`src/rtl/bcd_to_bin.sv`:
```
// Sequential 4-digit BCD to 14-bit binary converter using reverse double-dabble.
// One conversion per start_op: W shift iterations, then a single-cycle done pulse.
module bcd_to_bin #(
  parameter int DIGITS = 4,
  parameter int W      = 14
) (
  input  logic                  clk,
  input  logic                  rst,
  input  logic                  start_op,
  input  logic [4*DIGITS-1:0]   in_BCD,
  output logic [W-1:0]          bin,
  output logic                  done,
  output logic                  err,
  output logic                  busy
);

  localparam int BW = 4 * DIGITS;
  localparam int CW = $clog2(W);

  typedef enum logic [1:0] {
    IDLE = 2'd0,
    OP   = 2'd1,
    DONE = 2'd2
  } state_t;

  state_t          state_q, state_d;
  logic [BW-1:0]   bcd_sr_q, bcd_sr_d;
  logic [W-1:0]    bin_sr_q, bin_sr_d;
  logic [W-1:0]    bin_q, bin_d;
  logic [CW-1:0]   cnt_q, cnt_d;
  logic            err_q, err_d;

  logic [BW+W-1:0] shifted;
  logic [3:0]      nib;
  logic            bad_digit;

  always_comb begin
    bad_digit = 1'b0;
    for (int i = 0; i < DIGITS; i++) begin
      if (in_BCD[4*i +: 4] > 4'd9) bad_digit = 1'b1;
    end
  end

  // One reverse double-dabble step: shift right, then pull each digit >= 8 back by 3.
  always_comb begin
    nib     = '0;
    shifted = {bcd_sr_q, bin_sr_q} >> 1;
    for (int i = 0; i < DIGITS; i++) begin
      nib = shifted[W+4*i +: 4];
      if (nib >= 4'd8) shifted[W+4*i +: 4] = nib - 4'd3;
    end
  end

  always_comb begin
    state_d  = state_q;
    bcd_sr_d = bcd_sr_q;
    bin_sr_d = bin_sr_q;
    cnt_d    = cnt_q;
    bin_d    = bin_q;
    err_d    = err_q;
    case (state_q)
      IDLE: begin
        if (start_op) begin
          if (bad_digit) begin
            err_d   = 1'b1;
            bin_d   = '0;
            state_d = DONE;
          end else begin
            bcd_sr_d = in_BCD;
            bin_sr_d = '0;
            err_d    = 1'b0;
            cnt_d    = CW'(W - 1);
            state_d  = OP;
          end
        end
      end
      OP: begin
        {bcd_sr_d, bin_sr_d} = shifted;
        if (cnt_q == '0) begin
          bin_d   = shifted[W-1:0];
          state_d = DONE;
        end else begin
          cnt_d = cnt_q - CW'(1);
        end
      end
      DONE:    state_d = IDLE;
      default: state_d = IDLE;
    endcase
  end

  always_ff @(posedge clk) begin
    if (rst) begin
      state_q  <= IDLE;
      bcd_sr_q <= '0;
      bin_sr_q <= '0;
      cnt_q    <= '0;
      bin_q    <= '0;
      err_q    <= 1'b0;
    end else begin
      state_q  <= state_d;
      bcd_sr_q <= bcd_sr_d;
      bin_sr_q <= bin_sr_d;
      cnt_q    <= cnt_d;
      bin_q    <= bin_d;
      err_q    <= err_d;
    end
  end

  assign bin  = bin_q;
  assign err  = err_q;
  assign done = (state_q == DONE);
  assign busy = (state_q != IDLE);

endmodule

```
`config.mk`:
```
export PLATFORM = sky130hd
export DESIGN_NAME = bcd_to_bin
export DESIGN_NICKNAME = d
export VERILOG_FILES = /design/src/rtl/bcd_to_bin.sv
export SDC_FILE = /design/constraint.sdc
export NUM_CORES = 1
export LEC_CHECK = 0
export CAP_MARGIN = 30
export CELL_PAD_IN_SITES_DETAIL_PLACEMENT = 1
export CELL_PAD_IN_SITES_GLOBAL_PLACEMENT = 1
export CORE_ASPECT_RATIO = 1.75
export CORE_MARGIN = 5
export CORE_UTILIZATION = 38
export CTS_BUF_LIST = sky130_fd_sc_hd__clkbuf_4 sky130_fd_sc_hd__clkbuf_8
export DETAILED_ROUTE_END_ITERATION = 8
export PLACE_DENSITY_LB_ADDON = 0.25
export SETUP_SLACK_MARGIN = 0.5
export SYNTH_ARGS = -nofsm -noshare
export SYNTH_HDL_FRONTEND = slang
export SYNTH_SLANG_ARGS = --single-unit
```
`constraint.sdc`:
```
create_clock -name clk -period 1.43 [get_ports clk]
set_clock_uncertainty 0.05 [all_clocks]
set_input_delay 0.2145 -clock clk [delete_from_list [all_inputs] [get_ports clk]]
set_output_delay 0.2145 -clock clk [all_outputs]
set_load 0.01 [all_outputs]
```
# --- Word level (Yosys, flattened, before mapping) ---
# Index checks and enable logic that the tools add are counted.
totals:
  regBits: 51
  latch_bits: 0
  mem_bits_rw: 0
  rom_bits: 0
  input_bits: 19
  output_inout_bits: 17
  elab_cells: 62
  memories: 0
op_classes:
  addsub: 5
  n_mul: 0
  div: 0
  magnitude_cmp: 8
  n_eq_ne: 7
  n_shift: 0
  n_mux: 27
  n_bitwise: 0
  n_reduce_logical: 9
op_table:
  columns: ["op", "n"]
  rows:
  - ["14-bit 2-to-1 mux", 5]
  - ["14-bit case mux with 2 select lines", 2]
  - ["16-bit 2-to-1 mux", 2]
  - ["16-bit case mux with 2 select lines", 1]
  - ["4-bit 2-to-1 mux", 7]
  - ["4-bit > comparator, second input constant", 4]
  - ["4-bit >= comparator, second input constant", 3]
  - ["4-bit by 2-bit subtractor with 4-bit output, second input constant", 3]
  - ["2-bit != test, second input constant", 5]
  - ["4-bit case mux with 2 select lines", 1]
  - ["4-bit AND reduction", 2]
  - ["2-bit 2-to-1 mux", 3]
  - ["1-bit 2-to-1 mux", 5]
  - ["3-bit by 4-bit >= comparator with 1-bit output, second input constant", 1]
  - ["4-bit logical NOT", 1]
  - ["2-bit case mux with 2 select lines", 1]
  - ["2-bit AND reduction", 2]
  - ["2-bit nonzero test", 2]
  - ["3-bit by 2-bit subtractor with 4-bit output, second input constant", 1]
  - ["4-bit by 1-bit subtractor with 4-bit output, second input constant", 1]
  - ["3-bit AND reduction", 1]
  - ["2-bit by 1-bit equality test with 1-bit output, second input constant", 1]
  - ["2-bit equality test, second input constant", 1]
  - ["2-bit logical NOT", 1]

# --- Longest topological paths before layout ---
logic_depth:
  ltp_word: 8
  depth_mapped: 7
  mapped_depth_nobuf: 6

# --- Worst setup path before layout ---
# Ideal clock, no wire load.
synth_path:
  kind: "register to register"
  from: "register cnt_q[1]"
  to: "register bin_q[10], in the netlist bin[10]"
  setup_time_ps: 70
  t_arrival_ps: 1445
  required_time_ps: 1310
  setup_slack_ps: -135
  path_stages_with_launch: 8
  path_buffers: 1
  synth_period_minus_slack_ps: 1565
  path_cell_list: "dfxtp_1 inv_1 ha_1 or3b_1 nor2_4 buf_6 a22oi_1 a21oi_1"
synth_via:
  elab_chain_len: 3
synth_rtl:
  columns: ["item", "line_no", "source"]
  rows:
  - ["from (decl)", "30", "logic [CW-1:0] cnt_q, cnt_d;"]
  - ["from (signal assigned)", "103", "cnt_q <= cnt_d;"]
  - ["4-bit logical NOT", "79", "if (cnt_q == '0) begin"]
  - ["2-bit != test (no source line)", null, null]
  - ["4-bit AND reduction (no source line)", null, null]
  - ["to (signal assigned)", "104", "bin_q <= bin_d;"]
  - ["to (decl)", "29", "logic [W-1:0] bin_q, bin_d;"]
# No other way between the ends.
# A chain may end at the register's enable or synchronous reset.

# --- Final worst setup path ---
layout_path:
  from: "register cnt_q[1]"
  to: "register bin_q[5], in the netlist bin[5]"
# The elaborated chain is that of the path after synthesis.

==> impl_metrics.tcl <==
set metrics [dict create \
    seq_area_frac_synth 0.417 \
    yosys-top-cells-area "dfxtp_1 (42%), a22o_1 (4.7%), a21oi_1 (4.4%)" \
    dr.pass1.iters 4 \
    grt_max_degree 19 \
    final_core_util 0.625 \
    ys_warn_count 0 \
    synth_edf_count 0 \
    hold_viol 0 \
    track_usage 0.224 \
    rsz0062_at_grt "true" \
    rrSetupSlack_ns -0.20 \
    antenna_found_initial 0 \
    layout_commonest_cell "buf_4" \
    hold_class "in -> reg" \
    violations "setup timing" \
    syn-num-nets 289 \
    first_iter_violations 160 \
    final.period_utilization 1.14 \
    io-pin-count 36 \
    synthFlopType "dfxtp_1" \
    grt_overflow_total 0 \
    hold_path_end "bcd_sr_q[5]" \
    required_ns 1.61 \
    stdcell_count 453 \
    slew_violations 0 \
    synth_cells 263 \
    start_kind "register" \
    min_from "in_BCD[5]" \
    r2r_cells 7 \
    syn_to_final_growth_pct 61.1 \
    regArea_um2 1030 \
    clk_pin_slew_ns 0.09 \
    setup_violations 49 \
    ys_seq_elements 50 \
    cts_tree "built" \
    syn_area_per_cell_um2 9.12 \
    status "finished, violations left" \
    grt_pass1_wl_mm 14.2 \
    min_period_ns 1.63 \
    ctsHoldBuffers 0 \
    start_util 0.388 \
    place_inst 410 \
    hpwl_mm 5.32 \
    timing.rr.end "bin[5]" \
    slew_headroom 0.629 \
    drv_cap 0 \
    p_total_mw 3.04 \
    grt_pass1_vias 2773 \
    multi_input_area_um2 1430 \
    nets 399 \
    core_area_um2 6180 \
    cts_made_buffers 5 \
    p_leak_nw 1.61 \
    cts_buffer_depth 2 \
    yosysTopAreaCell "dfxtp_1" \
    worstSkewPairLatency_ns 0.32 \
    place.gp.congestion 0.768 \
    fmax_mhz 615 \
    criticalPathCategory "reg -> reg" \
    viasPerCell 5.59 \
    r2r_start "cnt_q[1]" \
    cp-end-kind "register" \
    num-fill-cells 698 \
    rows 38 \
    final_layout_size_suffix_gt1_frac 0.456 \
    netlist_area_um2 2400 \
    wl_per_cell_um 19.7 \
    die_w_um 70.1 \
    worst_slack_ns -0.195 \
    dieHeight_um 115 \
    powerDensity_nw_per_um2 788 \
    synth_top_area_share 0.417 \
    crit_path_max_fanout 14 \
    cts_root_buffer "clkbuf_8" \
    wl_mm 8.90 \
    drt.antenna.violating_nets 0 \
    yosys.cell_types.count 44 \
    clock-sinks 50 \
    drc 0 \
    ys_async_sr_fraction 0 \
    io_buffers 35 \
    via_count 2533 \
    h-tree-depth 2 \
    mostFrequentLayoutCells "buf_4 (56), buf_6 (41), dfxtp_1 (30)" \
    vdd_drop_max_v 0.000621 \
    worstMarginPinSlew_ns 0.551 \
    die_area_um2 8060 \
    worstHoldPathCells 3 \
    arrival_ns 1.80 \
    antenna_cells 0 \
]
==> logic make-up (layout without fill, tap and decap cells) <==
| family | after synthesis | in the layout | share of synthesized area |
|---|---|---|---|
| AOI/OAI and AO/OA | 87 | 87 | 0.257 |
| xor gates and xnor gates | 5 | 5 | 0.0183 |
| adders and majority gates | 7 | 7 | 0.0365 |
| buffers and inverters | 30 | 140 | 0.0647 |
| DFF | 50 | 50 | 0.417 |
| muxes | 13 | 13 | 0.0558 |
| and+or+nand+nor | 71 | 71 | 0.151 |
==> Yosys cell counts (all sizes together) (2+ instances only) <==
| cell | count |
|---|---|
| o211ai | 10 |
| mux2 | 3 |
| clkbuf | 8 |
| a211oi | 3 |
| and2b | 2 |
| nor2 | 7 |
| a22oi | 14 |
| nand2 | 26 |
| a31oi | 4 |
| a22o | 13 |
| buf | 11 |
| a21oi | 22 |
| ha | 7 |
| nor2b | 6 |
| a211o | 3 |
| a21o | 3 |
| nor3 | 3 |
| xnor2 | 5 |
| nand2b | 2 |
| o21ai | 9 |
| nand3 | 17 |
| inv | 11 |
| dfxtp | 50 |
| mux2i | 10 |
==> worst max-delay path by stage <==
| stage | start | end | slack [ns] |
|---|---|---|---|
| after floorplan | cnt_q[1] | bin[10] | -0.07 |
| after global placement | in_BCD[15] | bcd_sr_q[5] | -0.47 |
| after detailed placement | in_BCD[15] | bin_sr_q[9] | -0.51 |
| after CTS | cnt_q[1] | bin[5] | -0.16 |
| after global routing | cnt_q[1] | bin[3] | -0.25 |
| final | cnt_q[1] | bin[5] | -0.20 |
==> sequential cells by signal (all words and copies together) (netlist names) <==
name and count:
bcd_sr_q 16, cnt_q 4, err 1, bin_sr_q 13, state_q 2, bin 14
==> routing by layer <==
layer,part of all wire,track usage,vias up
met3,0.030,0.0315,34
met1,0.36,0.213,1258
li1,-,-,1173
met4,0.052,0.133,0
met5,0,0,-
met2,0.56,0.443,68
==> repair_timing <==
item / CTS / global route
buffers inserted: 29 / 6
gates resized for setup: 139 / 32
endpoints found under the setup margin: 67 / 67
gates cloned: 1 / 0
pin swaps: 16 / 8
==> through the flow <==
step	area, µm²	TNS (ns)	hold slack (ns)	setup WS [ns]
CTS	3700	-3.40	0.352	-0.157
floorplan	2520	-0.547	0.315	-0.0660
global route	3860	-7.67	0.397	-0.249
finish	3860	-5.03	0.351	-0.195
detailed placement	3230	-20.94	0.427	-0.514
global placement	3230	-19.41	0.418	-0.472
==> power breakdown <==
group,internal [mW],switching (mW),leakage (nW),total (mW)
logic,0.394,0.338,1.15,0.732
registers,1.43,0.0408,0.415,1.47
clock network,0.376,0.468,0.0452,0.845
==> cell type report <==
type                       instances  area share
multi-input combinational        183       0.370
inverter                          11      0.0107
sequential                        50       0.267
timing repair buffer             122       0.304
tap                               80      0.0259
clock buffer                       7      0.0217
==> critical path, cell delays in order (launching register included) <==
cell and delay (ns):
dfxtp_2 0.34, inv_2 0.08, ha_4 0.14, or3b_4 0.40
nor2_4 0.13, buf_12 0.15, a22oi_1 0.07, a21oi_1 0.17
No activity file was read; power rests on OpenSTA's default activity.
